**config.mk**
```make
export PLATFORM = sky130hd
export DESIGN_NAME = bitstream_word_packer
export DESIGN_NICKNAME = d
export VERILOG_FILES = /design/src/rtl/bitstream_word_packer.sv
export SDC_FILE = /design/constraint.sdc
export NUM_CORES = 1
export LEC_CHECK = 0
export ABC_AREA = 1
export CORE_MARGIN = 2
export CORE_UTILIZATION = 40
export DETAILED_ROUTE_END_ITERATION = 6
export GPL_TIMING_DRIVEN = 0
export PLACE_DENSITY = 0.57
export SETUP_SLACK_MARGIN = 0.05
export SLEW_MARGIN = 40
export SYNTH_ARGS = -nofsm -noshare
export SYNTH_HDL_FRONTEND = slang
export SYNTH_SLANG_ARGS = --single-unit
```
**constraint.sdc**
```tcl
create_clock -name CLK -period 4.8 [get_ports CLK]
set_input_delay 0.96 -clock CLK [delete_from_list [all_inputs] [get_ports CLK]]
set_output_delay 0.96 -clock CLK [all_outputs]
set_load 0.005 [all_outputs]
```
**src/rtl/bitstream_word_packer.sv**
```systemverilog
// bitstream_word_packer
//   Packs an MSB-first byte stream into 32-bit configuration words, buffers
//   them in a small word FIFO and replays each one as a paced
//   SelfWriteData / SelfWriteStrobe transaction. SelfWriteData is stable for
//   SETUP_CYCLES before the one-cycle strobe and stays put until the next pop.
//   Optional feature macro: SYNC_DETECT_EN (hunt for SYNC_WORD before packing).
module bitstream_word_packer #(
    parameter int          FIFO_DEPTH   = 4,
    parameter int          SETUP_CYCLES = 2,
    parameter int          GAP_CYCLES   = 2,
    parameter logic [31:0] SYNC_WORD    = 32'hFAB0_FAB1
) (
    input  logic        CLK,
    input  logic        resetn,
    input  logic        byte_valid,
    input  logic [7:0]  byte_data,
    output logic        byte_ready,
    input  logic        flush,
    output logic [31:0] SelfWriteData,
    output logic        SelfWriteStrobe,
    output logic        busy,
    output logic        synced,
    output logic [15:0] word_count
);

    localparam int PTR_W = $clog2(FIFO_DEPTH);
    localparam int CNT_W = 16;

    localparam logic [1:0] ST_IDLE   = 2'd0;
    localparam logic [1:0] ST_SETUP  = 2'd1;
    localparam logic [1:0] ST_STROBE = 2'd2;
    localparam logic [1:0] ST_GAP    = 2'd3;

    // Packer state
    logic [1:0]  k_q, k_d;
    logic [31:0] word_q, word_d;
    logic        push;
    logic [31:0] push_word;

    // Word FIFO (extra pointer bit distinguishes full from empty)
    logic [31:0]    fifo_mem [FIFO_DEPTH];
    logic [PTR_W:0] wr_ptr_q, rd_ptr_q;
    logic           fifo_empty, fifo_full, pop;

    // Output sequencer
    logic [1:0]       state_q, state_d;
    logic [CNT_W-1:0] cnt_q, cnt_d;
    logic [31:0]      data_q, data_d;
    logic [15:0]      wcnt_q, wcnt_d;
    logic             strobe_q;

    logic accept, flush_ok;

    assign fifo_empty = (wr_ptr_q == rd_ptr_q);
    assign fifo_full  = (wr_ptr_q[PTR_W] != rd_ptr_q[PTR_W]) &&
                        (wr_ptr_q[PTR_W-1:0] == rd_ptr_q[PTR_W-1:0]);
    assign byte_ready = !fifo_full;
    assign accept     = byte_valid && byte_ready;
    assign flush_ok   = flush && byte_ready;
    assign pop        = (state_q == ST_IDLE) && !fifo_empty;

`ifdef SYNC_DETECT_EN
    logic [31:0] window_q, window_d;
    logic        synced_q, synced_d;
    assign synced = synced_q;
`else
    assign synced = 1'b1;
`endif

    logic [31:0] merged;
    logic [1:0]  k_next;

    // Byte packing (and header hunt when enabled): decide the next partial
    // word and whether a finished or flushed word enters the FIFO this cycle.
    always_comb begin
        // NOTE: every signal written here gets a default first so no latch is inferred.
        k_d       = k_q;
        word_d    = word_q;
        push      = 1'b0;
        push_word = word_q;
        // A new word starts from zero so that flush padding is implicit.
        merged    = (k_q == 2'd0) ? 32'h0 : word_q;
        if (accept) begin
            case (k_q)
                2'd0:    merged[31:24] = byte_data;
                2'd1:    merged[23:16] = byte_data;
                2'd2:    merged[15:8]  = byte_data;
                default: merged[7:0]   = byte_data;
            endcase
        end
        k_next = accept ? k_q + 2'd1 : k_q;
`ifdef SYNC_DETECT_EN
        window_d = window_q;
        synced_d = synced_q;
        if (!synced_q) begin
            // Hunting: slide every accepted byte through the window; flush ignored.
            if (accept) begin
                window_d = {window_q[23:0], byte_data};
                if (window_d == SYNC_WORD) begin
                    push      = 1'b1;
                    push_word = SYNC_WORD;
                    synced_d  = 1'b1;
                    k_d       = 2'd0;
                end
            end
        end else begin
`endif
            word_d = merged;
            k_d    = k_next;
            if (accept && (k_q == 2'd3)) begin
                push      = 1'b1;
                push_word = merged;
            end else if (flush_ok && (k_next != 2'd0)) begin
                // Byte (if any) already merged; unused low bytes are zero.
                push      = 1'b1;
                push_word = merged;
                k_d       = 2'd0;
            end
`ifdef SYNC_DETECT_EN
        end
`endif
    end

    // Packer registers
    always_ff @(posedge CLK or negedge resetn) begin
        if (!resetn) begin
            // NOTE: sequential state uses non-blocking assignments only.
            k_q    <= 2'd0;
            word_q <= 32'h0;
`ifdef SYNC_DETECT_EN
            window_q <= 32'h0;
            synced_q <= 1'b0;
`endif
        end else begin
            k_q    <= k_d;
            word_q <= word_d;
`ifdef SYNC_DETECT_EN
            window_q <= window_d;
            synced_q <= synced_d;
`endif
        end
    end

    // FIFO storage
    always_ff @(posedge CLK) begin
        // NOTE: storage is not reset; the pointers alone define what is valid.
        if (push) fifo_mem[wr_ptr_q[PTR_W-1:0]] <= push_word;
    end

    // FIFO pointers
    always_ff @(posedge CLK or negedge resetn) begin
        if (!resetn) begin
            wr_ptr_q <= '0;
            rd_ptr_q <= '0;
        end else begin
            if (push) wr_ptr_q <= wr_ptr_q + 1'b1;
            if (pop)  rd_ptr_q <= rd_ptr_q + 1'b1;
        end
    end

    // Output sequencer: pop, hold data for setup, strobe once, then back off.
    always_comb begin
        state_d = state_q;
        cnt_d   = cnt_q;
        data_d  = data_q;
        wcnt_d  = wcnt_q;
        case (state_q)
            ST_IDLE: begin
                if (!fifo_empty) begin
                    data_d  = fifo_mem[rd_ptr_q[PTR_W-1:0]];
                    state_d = ST_SETUP;
                    cnt_d   = '0;
                end
            end
            ST_SETUP: begin
                if (cnt_q == CNT_W'(SETUP_CYCLES - 1)) state_d = ST_STROBE;
                else                                    cnt_d   = cnt_q + 1'b1;
            end
            ST_STROBE: begin
                if (wcnt_q != 16'hFFFF) wcnt_d = wcnt_q + 16'd1;
                cnt_d   = '0;
                state_d = (GAP_CYCLES == 0) ? ST_IDLE : ST_GAP;
            end
            default: begin
                if (cnt_q == CNT_W'(GAP_CYCLES - 1)) state_d = ST_IDLE;
                else                                  cnt_d   = cnt_q + 1'b1;
            end
        endcase
    end

    // Sequencer registers; the strobe is registered so it is glitch-free.
    always_ff @(posedge CLK or negedge resetn) begin
        if (!resetn) begin
            state_q  <= ST_IDLE;
            cnt_q    <= '0;
            data_q   <= 32'h0;
            wcnt_q   <= 16'h0;
            strobe_q <= 1'b0;
        end else begin
            state_q  <= state_d;
            cnt_q    <= cnt_d;
            data_q   <= data_d;
            wcnt_q   <= wcnt_d;
            strobe_q <= (state_d == ST_STROBE);
        end
    end

    assign SelfWriteData   = data_q;
    assign SelfWriteStrobe = strobe_q;
    assign word_count      = wcnt_q;
    assign busy            = (k_q != 2'd0) || !fifo_empty || (state_q != ST_IDLE);

endmodule

```
---- After elaboration in Yosys (flattened, before gate mapping) ----
Memory sizes are Yosys's and may differ from the RTL's. A register that Yosys moved wholly into a read port is not among the register bits.
Cells that the tools add are included.
storage, ports and cells
  flip-flop bits (word level) ............. 75
  RAM bits ................................ 128
  memories ................................ 1
cells by class
  add/sub/neg operators ................... 5
  equality and inequality tests ........... 13
  muxes and demuxes ....................... 22
  bitwise logic cells ..................... 1
  reduce and logical (&&, ||, !) cells .... 20
memories
  name      depth  bits a word  read ports  clocked after memory_dff  write ports  RTL line  source
  fifo_mem  4      32           1           1                         1            41        logic [31:0] fifo_mem [FIFO_DEPTH];
operators with widths
  operator                                                                 count
  32-bit 2-to-1 mux                                                        4
  16-bit by 1-bit adder with 16-bit output, second input constant          2
  16-bit 2-to-1 mux                                                        2
  8-bit 2-to-1 mux                                                         4
  16-bit one-hot mux with 2 select lines                                   1
  16-bit by 1-bit == test with 1-bit output, second input constant         1
  16-bit inequality test, second input constant                            1
  2-bit 2-to-1 mux                                                         6
  2-bit == test, second input constant                                     4
  3-bit by 1-bit adder with 3-bit output, second input constant            2
  1-bit logical AND                                                        6
  2-bit one-hot mux with 3 select lines                                    1
  2-bit AND reduction                                                      3
  2-bit nonzero test                                                       3
  2-bit by 1-bit == test with 1-bit output, second input constant          2
  2-bit logical NOT                                                        2
  1-bit 2-to-1 mux                                                         4
  3-bit == test                                                            1
  1-bit logical NOT                                                        3
  3-bit by 2-bit inequality test with 1-bit output, second input constant  1
  3-bit OR reduction                                                       1
  2-bit by 1-bit adder with 2-bit output, second input constant            1
  2-bit == test                                                            1
  1-bit logical OR                                                         2
  3 further kinds                                                          3

---- Logic depth before layout (Yosys ltp) ----
  depth in word-level cells ............... 11
  mapped depth ............................ 13
  depth with buffers taken out ............ 12

---- Worst setup path before layout ----
OpenSTA, ideal clock, no wires.
  path type ............................... input to register
  from .................................... input port byte_valid
  to ...................................... memory fifo_mem[0][0] (enable)
  setup time .............................. 0.470 ns
  data arrival time ....................... 3.788 ns
  required time ........................... 4.330 ns
  path slack .............................. 0.541 ns
  stages on the path ...................... 7
  buffers on the path ..................... 1
  path through ............................ nand2_4 > nand2_1 > nand2_1 > nand2_1 > nand2_2 > buf_4 > a21boi_0
between the ends
  word-level cells in the longest chain between the ends .. 8
  elaborated cells on any way between the ends .. 9
  classes of those cells .................. mux (5); reduce/logical (4)
ends and longest elaborated chain
  element                                   RTL line  source
  start, declared                           15        input logic byte_valid,
  1-bit logical AND *                       58        assign accept = byte_valid && byte_ready;
  2-bit 2-to-1 mux                          91        k_next = accept ? k_q + 2'd1 : k_q;
  2-bit nonzero test                        113       end else if (flush_ok && (k_next != 2'd0)) begin
  1-bit logical AND                         113
  1-bit 2-to-1 mux                          113
  1-bit 2-to-1 mux *                        110       if (accept && (k_q == 2'd3)) begin
  1-bit 2-to-1 mux *                        147       if (push) fifo_mem[wr_ptr_q[PTR_W-1:0]] <= push_word;
  1-bit 2-to-1 mux (not written as such) *  147
  end, declared                             41
Every way passes the cells marked *; elsewhere a longest branch is shown, timed or not.

---- Final worst setup path ----
  from .................................... register k_q[0]
  to ...................................... output port busy
between the ends
  word-level cells in the longest chain between the ends .. 3
ends and longest elaborated chain
  element                         RTL line  source
  start, declared                 35        logic [1:0] k_q, k_d;
  start signal, assigned          135       k_q <= k_d;
  2-bit nonzero test              211       assign busy = (k_q != 2'd0) || !fifo_empty || (state_q != ST_IDLE);
  1-bit logical OR (2 in series)  211
  end, declared                   21        output logic busy,
No other way between the ends.

==> metrics.txt <==
status complete, no violations; CTS tree done; post-cts resize count 0; wire per inst 17.2 um; Routed WL about 24000 um; post-route insts no fill 1370; hold slack between 300 and 400 ps; Critical Path RT ~3800 ps; setup TNS 0 ps; first-pass GRT wire length approximately 38000 um; max frequency 261 MHz; die height about 160 um; Static Leak 0.00485 uW; Initial Utilization approximately two fifths; Slew @ Worst Pin around 870 ps; nets around 1.0k; switching power total 2680 uW; CTS Buf Count 26; Combinational Power Share 34.2%; Post-Place Cells about 1.3k; IO Count 64; Worst R2R Path Depth 8; Final Hold Viols 0; cell internal pwr about 5100 uW; Period Utilization, post-route between 70% and 80%; Flop pwr share 40.7%; drt via density 5.09; Die X around 160 um; Worst VDD drop 0.000240 V; Mapped Cells a little over 900; largest net degree at the start of global routing 60; Final GP Congestion approximately 0.84; Syn Nets ~950; cell area power density between 600 and 700 nW/um^2; r2r setup slk between 1500 and 2000 ps; Critical Path Fanout Max 10; unrepaired setup endpoints after global routing false; hpwl dp 15900 um; crit start category flip-flop; post-layout util between 40% and 50%; slowest stage delay, CP 450 ps; crit-path cells inv_1, ha_1, clkbuf_1, inv_1, clkbuf_1, or2_2, clkdlybuf4s50_1; Reg-to-Reg End fifo_mem[3][2]; sequential cell area fraction in the yosys report 64.2%; Mapped Area between 10000 and 15000 um^2; post-detailed-route DRC marker count 0; hold_buf cts 0; max capacitance violation total 0; antenna cells 0; Period minus WS final between 3000 and 4000 ps; Longest Clk Path Bufs 3; die area ~27000 um^2; number of H-tree levels 1; First DRT Iteration DRCs 537; Clock transition at path regs around 60 ps; synth warn 0; Core ar. around 25000 um^2; initial antenna violation count 0; Tot GR Track Use 18.1%; synthesis-to-layout area growth 20.5%; top cells by area, synth edfxtp_1, dfrtp_1, nand2_1, o21ai_0, mux2_2; worst skew pair latency between 500 and 600 ps; syn_area_per_cell approximately 11 um^2; 1st-pass router iterations 5; Synth Register Bits between 200 and 250; Synth area leader edfxtp_1; worst r2r src rd_ptr_q[1]; DRT antenna net count 0; count of different cell masters after synthesis 35; Switching Share between 30% and 40%; final setup violation count 0; vias in the first global route 6881; Slew Viols, Final 0; root cell of the clock tree clkbuf_16; vias 6967; # Post-CTS Setup Buffers 0; Slew HR 42.3%; clk_skew about 10 ps; IO buf count 62; global route overflow 0; CP max-delay cell clkdlybuf4s50_1; clk sinks between 200 and 250; Critical Path AT between 2000 and 3000 ps; CP endpoint kind primary output; layout cells sized above 1 about an eighth; Clock Power Share between 20% and 30%; CP Class flip-flop to primary output; row count 58; Synth top area share a little under two fifths; worst hold path type primary input to asynchronous set/reset pin
## cell usage in the layout (no fill, tap or decap), drive strengths merged, types with 2 or more instances in the layout
| cell | n |
|---|---|
| nor3 | 13 |
| nor4 | 4 |
| nand2 | 196 |
| o21ai | 116 |
| a21boi | 4 |
| clkinvlp | 2 |
| nor2 | 87 |
| ha | 13 |
| o22ai | 32 |
| nand3 | 66 |
| xnor2 | 8 |
| inv | 40 |
| clkinv | 7 |
| clkdlybuf4s50 | 61 |
| dfrtp | 107 |
| edfxtp | 128 |
| buf | 28 |
| xor2 | 18 |
| nand4 | 7 |
| clkbuf | 63 |
| mux2 | 32 |
| bufinv | 2 |
## sequential cells by signal, indices dropped and copies added, names as in the netlist, 3 cells and up
name	cells
SelfWriteData	32
cnt_q	16
fifo_mem	128
rd_ptr_q	3
word_count	16
word_q	32
wr_ptr_q	3
## routing by layer
metal,track usage (%),routed length [um],vias up
met5,0,0,-
met4,4.10,378,0
met3,2.95,1400,27
met2,29.5,11100,178
met1,25.6,10800,3383
li1,-,-,3379
## layout make-up
class,count,area [um^2]
Buffer,45,231
Tap cell,330,413
Multi-Input combinational cell,602,3300
Timing Repair Buffer,71,786
Sequential cell,235,6520
Inverter,39,146
Fill cell,2272,12800
Clock buffer,36,719
Clock inverter,12,114
## cell families (layout without fill, tap and decap cells)
family | count (synthesis) | count (layout) | share of synthesized area (%)
other | 1 | 1 | 0.0369
adder cells (fa/ha/maj) | 13 | 13 | 1.60
AND/OR/NAND/NOR | 376 | 376 | 15.9
multiplexers | 32 | 32 | 3.55
flip-flops | 235 | 235 | 64.2
AO/OA/AOI/OAI | 154 | 154 | 8.69
XOR/XNOR | 26 | 26 | 2.32
buffers and inverters | 84 | 203 | 3.72
## cells in the mapped netlist (all sizes together)
| library cell | number |
|---|---|
| nand2 | 196 |
| edfxtp | 128 |
| o21ai | 116 |
| dfrtp | 107 |
| nor2 | 87 |
| nand3 | 66 |
| inv | 39 |
| mux2 | 32 |
| o22ai | 32 |
| clkbuf | 27 |
| buf | 18 |
| xor2 | 18 |
| ha | 13 |
| nor3 | 13 |
| xnor2 | 8 |
| nand4 | 7 |
| a21boi | 4 |
| nor4 | 4 |
| a21oi | 1 |
| a31oi | 1 |
| conb | 1 |
| nand2b | 1 |
| nand3b | 1 |
| or2 | 1 |
## power by group through the flow
stage                     clock network, uW  registers, uW  logic [uW]
after floorplan                           0           3180        1580
after global placement                    0           3240        2550
after detailed placement                  0           3200        2690
after CTS                              1990           3170        2700
after global routing                   2080           3230        2960
final                                  1940           3160        2660
## stage by stage
stage / worst slack, ps / area (um^2) / total power, uW
2_1_floorplan: 541 / 10200 / 4750
3_3_place_gp: -2540 / 11200 / 5790
3_5_place_dp: 1310 / 11400 / 5890
4_1_cts: 960 / 12200 / 7850
5_1_grt: 773 / 12200 / 8270
6_report: 966 / 12200 / 7770
## worst max-delay path by stage
stage	start	to	slack, ps	cells past startpoint
2_1_floorplan	byte_valid	fifo_mem[0][0]	540	7
6_report	k_q[0]	busy	970	7
3_3_place_gp	byte_valid	fifo_mem[3][7]	-2540	4
3_5_place_dp	byte_valid	fifo_mem[3][1]	1310	5
4_1_cts	k_q[0]	busy	960	7
5_1_grt	k_q[0]	busy	770	7
## critical path, delay by kind of cell, from the launching register on
family	cells	cell delay (ps)
DFF	1	430
adders and majority gates	1	150
and+or+nand+nor	1	390
buffers and inverters	5	1370
Note: power is estimated with default switching activity, not from simulation.
